===== src/rtl/counter_limit_monitor.sv =====
// Counter limit monitor: flags over-limit, unexpected change and stall of an upstream counter.
// Optional stall detection is compiled in with `define CNT_MON_STALL_DET_EN.
module counter_limit_monitor #(
    parameter int unsigned LIMIT        = 100,
    parameter int unsigned WIDTH        = 8,
    parameter int unsigned STALL_CYCLES = 16
) (
    input  logic             clk,
    input  logic             reset,
    input  logic             enable,
    input  logic [WIDTH-1:0] counter,
    input  logic             alarm_ack,
    output logic             alarm,
    output logic [1:0]       alarm_code,
    output logic [7:0]       viol_cnt,
    output logic [WIDTH-1:0] max_seen
);

    typedef enum logic [1:0] {IDLE, TRACK, ALARM} state_t;

    localparam logic [1:0] CODE_NONE  = 2'b00;
    localparam logic [1:0] CODE_OVER  = 2'b01;
    localparam logic [1:0] CODE_CHG   = 2'b10;
    localparam logic [1:0] CODE_STALL = 2'b11;

    state_t           state_q, state_nxt;
    logic [WIDTH-1:0] prev_q;
    logic             prev_vld_q;
    logic             prev_en_q;
    logic             over, chg, stall, viol;
    logic [1:0]       cause;

    assign over = 32'(counter) > 32'(LIMIT);
    // The previous sample is only trusted once one cycle has passed since reset.
    assign chg  = prev_vld_q && !prev_en_q && (counter != prev_q);

`ifdef CNT_MON_STALL_DET_EN
    localparam int unsigned RW = $clog2(STALL_CYCLES + 1);
    logic [RW-1:0] run_q, run_nxt;

    // Run length of enabled cycles holding the same value, including the first one.
    always_comb begin
        run_nxt = '0;
        if (enable) begin
            if (prev_vld_q && prev_en_q && (counter == prev_q))
                run_nxt = run_q + RW'(1);
            else
                run_nxt = RW'(1);
        end
    end

    assign stall = enable && (run_nxt == RW'(STALL_CYCLES));

    always_ff @(posedge clk) begin
        if (reset)      run_q <= '0;
        else if (stall) run_q <= '0;
        else            run_q <= run_nxt;
    end
`else
    logic unused_stall_cfg;
    assign unused_stall_cfg = (STALL_CYCLES == 0);
    assign stall            = 1'b0;
`endif

    always_comb begin
        cause = CODE_NONE;
        if (over)       cause = CODE_OVER;
        else if (chg)   cause = CODE_CHG;
        else if (stall) cause = CODE_STALL;
    end

    assign viol = (cause != CODE_NONE);

    always_ff @(posedge clk) begin
        if (reset) state_q <= IDLE;
        else       state_q <= state_nxt;
    end

    always_comb begin
        state_nxt = state_q;
        if (viol)
            state_nxt = ALARM;
        else if (state_q != ALARM || alarm_ack)
            state_nxt = enable ? TRACK : IDLE;
    end

    always_comb begin
        alarm = (state_q == ALARM);
    end

    // First cause sticks while in ALARM unless an ack arrives alongside a new violation.
    always_ff @(posedge clk) begin
        if (reset)
            alarm_code <= CODE_NONE;
        else if (viol && (state_q != ALARM || alarm_ack))
            alarm_code <= cause;
        else if (state_q == ALARM && alarm_ack)
            alarm_code <= CODE_NONE;
    end

    always_ff @(posedge clk) begin
        if (reset) begin
            viol_cnt   <= '0;
            max_seen   <= '0;
            prev_q     <= '0;
            prev_vld_q <= 1'b0;
            prev_en_q  <= 1'b0;
        end else begin
            if (viol && viol_cnt != 8'hFF)
                viol_cnt <= viol_cnt + 8'd1;
            if (counter > max_seen)
                max_seen <= counter;
            prev_q     <= counter;
            prev_vld_q <= 1'b1;
            prev_en_q  <= enable;
        end
    end

endmodule


===== config.mk =====
export PLATFORM = sky130hd
export DESIGN_NAME = counter_limit_monitor
export DESIGN_NICKNAME = d
export VERILOG_FILES = /design/src/rtl/counter_limit_monitor.sv
export SDC_FILE = /design/constraint.sdc
export NUM_CORES = 1
export LEC_CHECK = 0
export BUFFER_PORTS_ARGS = -buffer_cell sky130_fd_sc_hd__buf_2
export CAP_MARGIN = 15
export CORE_UTILIZATION = 35
export DETAILED_ROUTE_END_ITERATION = 10
export GPL_TIMING_DRIVEN = 0
export PLACE_DENSITY = 0.57
export SLEW_MARGIN = 20
export SYNTH_ARGS = -nofsm -noshare
export SYNTH_HDL_FRONTEND = slang
export SYNTH_SLANG_ARGS = --single-unit

===== constraint.sdc =====
create_clock -name clk -period 2.3 [get_ports clk]
set_input_delay 0.46 -clock clk [delete_from_list [all_inputs] [get_ports clk]]
set_output_delay 0.46 -clock clk [all_outputs]
set_load 0.01 [all_outputs]

After elaboration in Yosys (flattened, before gate mapping)
Index checks and enable logic that the tools add are counted.
{"block": "totals", "out_inout_bits": 19, "regBits": 30, "in_bits": 12, "elab_cells": 34}
{"block": "classes", "muxes": 8, "n_addsub": 1, "n_reduce_logical": 11, "n_eq_ne": 4, "n_lt_le_gt_ge": 2}
{"op": "2-bit 2-to-1 mux", "count": 6}
{"op": "8-bit by 1-bit adder with 8-bit output, second input constant", "count": 1}
{"op": "8-bit by 7-bit > comparator with 1-bit output, second input constant", "count": 1}
{"op": "8-bit > comparator", "count": 1}
{"op": "8-bit inequality test", "count": 1}
{"op": "8-bit inequality test, second input constant", "count": 1}
{"op": "2-bit nonzero test", "count": 3}
{"op": "1-bit logical AND", "count": 5}
{"op": "2-bit == test, second input constant", "count": 1}
{"op": "1-bit 2-to-1 mux", "count": 2}
{"op": "2-bit inequality test, second input constant", "count": 1}
{"op": "2-bit OR reduction", "count": 1}
{"op": "1-bit logical NOT", "count": 1}
{"op": "1-bit logical OR", "count": 1}

Depth between registers and ports, before layout
{"block": "logic_depth", "depth_word": 8, "ltp_mapped": 7, "mapped_depth_nobuf": 7}

Worst setup path after synthesis
Ideal clock, no wire load.
{"block": "synth_path", "kind": "input-to-reg", "start": "input port counter[7]", "end": "register max_seen[0]", "path_stages": 5, "slack_ns": 0.488, "arrival_ns": 1.692, "cell_sequence": "ha_1 -> nand4_1 -> or2_2 -> nand3_1 -> mux2_2"}
{"block": "synth_via", "elab_chain_cells": 1}
{"element": "start, declared", "line_no": "11", "rtl": "input logic [WIDTH-1:0] counter,"}
{"element": "8-bit > comparator", "line_no": "111", "rtl": "if (counter > max_seen)"}
{"element": "end signal, assigned", "line_no": "112", "rtl": "max_seen <= counter;"}
{"element": "end, declared", "line_no": "16", "rtl": "output logic [WIDTH-1:0] max_seen"}
Every way passes these cells.
A chain may end at the register's enable or synchronous reset.

Worst setup path after layout
{"block": "layout_path", "start": "register max_seen[7]", "end": "register max_seen[5]"}
{"block": "layout_via", "elab_chain_cells": 1}
{"element": "8-bit > comparator", "line_no": "111"}
Every way passes these cells.

==> results.toml <==
[place]
io_buffers = 30
gp_congestion = 0.758
pre_cts_slack_ps = 107
hpwl_um = 2370

[cts]
cts_buffers = 5
clock_sinks = 30
root_buffer = "clkbuf_8"
clockBufferDepth = 2
cts_tree = "done"
cts_resized = 0
clkTransAtPathRegs_ps = 70
worstSkewPairLatency_ps = 280
cts.htree.levels = 2
post_cts_buffers = 0
cts_hold_buffers = 0

[route]
ant_nets = 0
wire_per_inst_um = 12.8
num_vias = 1245
vias_per_cell = 4.98
first_iter_violations = 35
routed_wl_um = 3190
drc = 0
dr.pass1.iters = 4

[critical_path]
cp.arrival_ps = 2150
critPathLaunch = "max_seen[7]$_SDFFE_PP0N_"
worstPathCellList = "inv_1 > ha_1 > nand4_1 > or2_2 > a31oi_1 > o2bb2ai_1"
rr_worst_depth = 6
cp_top_family = "compound AO/OA/AOI/OAI gates"
crit_path_end_kind = "flop"
crit_path_start_kind = "flop"
critical_path.max_stage_delay_ps = 570
cp.depth = 6
path_max_fanout = 7
critPathSlowestCell = "a31oi_1"
path_class = "reg2reg"
cp.required_ps = 2500
path_buf_inv = 1
r2r_start = "max_seen[7]$_SDFFE_PP0N_"

[global_routing]
grt_pass1_wl_um = 5280
grt.total_usage = 0.159
grt_max_degree = 11
grt_pass1_vias = 1184
grt-ovfl-total = 0
antenna_found_initial = 0

[pwr]
swShare = 0.301
power_density_mw_per_mm2 = 739
p_clk_frac = 0.329
p_sw_w = 0.000403
p_leak_nw = 0.849
ir_drop_mv = 0.357
combPwrFrac = 0.220
pwr-share-seq = 0.450
internal_power_w = 0.000935

[yosys]
synth_cells = 162
netlist_area_mm2 = 0.00151
synth-seq-cells = 30
avgSynthCellArea_um2 = 9.31
synthesis.nets = 183
synth_cell_types = 34
ys_seq_area_frac = 0.398
yosys_warnings = 0

[timing]
setup-violations-final = 0
rsz0062_at_grt = "false"
hold_violations = 0
min_period_ps = 1950
skew_ps = 9.74
max_freq_mhz = 513
fin_ws_ps = 350
tightest_slew_ps = 668
drv_slew = 0
relSlewSlack = 0.553
period_share = 0.848
fin_setup_tns_ps = 0

[hold_path]
min-delay-path-class = "in2reg"
hold_depth = 3
min_from = "counter[4]"

[finish]
diodes = 0
layout-drive-gt1-share = 0.275
syn_to_final_growth_pct = 20.2
mostFrequentLayoutCell = "buf_2"
layout.nets = 220
final_cell_mix = "buf_2, dfxtp_1, inv_1, nand2_1, nor2b_1"
fin_util = 0.447

[floorplanning]
die_y_um = 67.6
dieArea_mm2 = 0.00457
start_util = 0.372
dieWidth_um = 67.6
core_mm2 = 0.00406
rows = 23
ios = 31

[status]
status = "finished clean"

[job]
drv_cap = 0
==> layout make-up <==
class	instances	area, um^2
Buffer	4	23.8
Clock buffer	7	86.3
Clock inverter	1	5.00
Fill cell	418	2250
Inverter	18	67.6
Multi-Input combinational cell	110	816
Sequential cell	30	601
Tap cell	50	62.6
Timing Repair Buffer	30	150
==> sequential cells by signal (all words and copies together), names as in the netlist <==
register,cells
prev_vld_q,1
alarm_code,2
viol_cnt,8
prev_q,8
prev_en_q,1
max_seen,8
state_q,2
==> power groups by stage <==
stage	registers, W	clock network [W]	logic (W)
floorplan	0.000626	0	0.000177
global placement	0.000613	0	0.000288
detailed placement	0.000615	0	0.000295
CTS	0.000604	0.000453	0.000297
global route	0.000609	0.000485	0.000331
finish	0.000603	0.000440	0.000295
==> cells in the mapped netlist <==
master | count | area, um^2
a21oi_1 | 9 | 45.0
mux2_2 | 1 | 11.3
nor2b_1 | 10 | 62.6
a21oi_2 | 1 | 8.76
a31oi_1 | 1 | 6.26
nor3_1 | 1 | 5.00
nand3_1 | 8 | 40.0
nand3b_1 | 2 | 15.0
xnor2_1 | 8 | 70.1
o21ai_2 | 1 | 8.76
clkbuf_1 | 2 | 7.51
nor2_1 | 8 | 30.0
o221a_2 | 1 | 11.3
o21ai_0 | 1 | 5.00
and3_1 | 3 | 18.8
nand2b_1 | 2 | 12.5
mux2i_1 | 1 | 10.0
a211oi_2 | 4 | 50.1
ha_1 | 9 | 113
o21a_1 | 2 | 15.0
inv_1 | 18 | 67.6
o2bb2ai_1 | 7 | 61.3
nand2_1 | 13 | 48.8
o211a_1 | 1 | 10.0
nand4_1 | 4 | 25.0
mux2_4 | 5 | 75.1
and2_1 | 1 | 6.26
buf_6 | 1 | 11.3
and3_4 | 2 | 22.5
or2_2 | 1 | 6.26
o211ai_1 | 1 | 7.51
a21o_1 | 2 | 15.0
buf_2 | 1 | 5.00
dfxtp_1 | 30 | 601
==> stage by stage <==
step	hold WS [ps]	cell area, um^2	total power, W	std cells
6_report	450	1810	0.00134	250
5_1_grt	448	1810	0.00143	250
4_1_cts	443	1810	0.00135	250
3_5_place_dp	451	1720	0.000909	242
3_3_place_gp	442	1720	0.000901	242
2_1_floorplan	481	1510	0.000803	162
==> metal layers <==
metal  vias up  part of all wire  track usage
met2        36              0.46        0.251
met1       576              0.46        0.193
met3         5             0.066       0.0591
met4         0             0.015       0.0638
li1        628                 -            -
met5         -                 0            0
==> kinds of logic (layout without fill, tap and decap cells) <==
| logic type | Yosys count | count (layout) | synth area share |
|---|---|---|---|
| AOI/OAI and AO/OA | 31 | 31 | 0.162 |
| xor gates and xnor gates | 8 | 8 | 0.0465 |
| adders and majority gates | 9 | 9 | 0.0747 |
| buffers and inverters | 22 | 60 | 0.0606 |
| DFF | 30 | 30 | 0.398 |
| muxes | 7 | 7 | 0.0639 |
| and+or+nand+nor | 55 | 55 | 0.194 |
==> tightest hold or removal path, delay by kind of cell <==
kind,cells,cell delay [ps]
buffers and inverters,2,170
and+or+nand+nor,1,70
==> final timing paths <==
kind         slack [ps]                          to
max                 350    max_seen[5]$_SDFFE_PP0N_
min reg2reg         450  alarm_code[1]$_SDFFE_PP0P_
max reg2reg         350    max_seen[5]$_SDFFE_PP0N_
min                 450        prev_q[4]$_SDFF_PP0_
(Power assumes the default switching activity.)
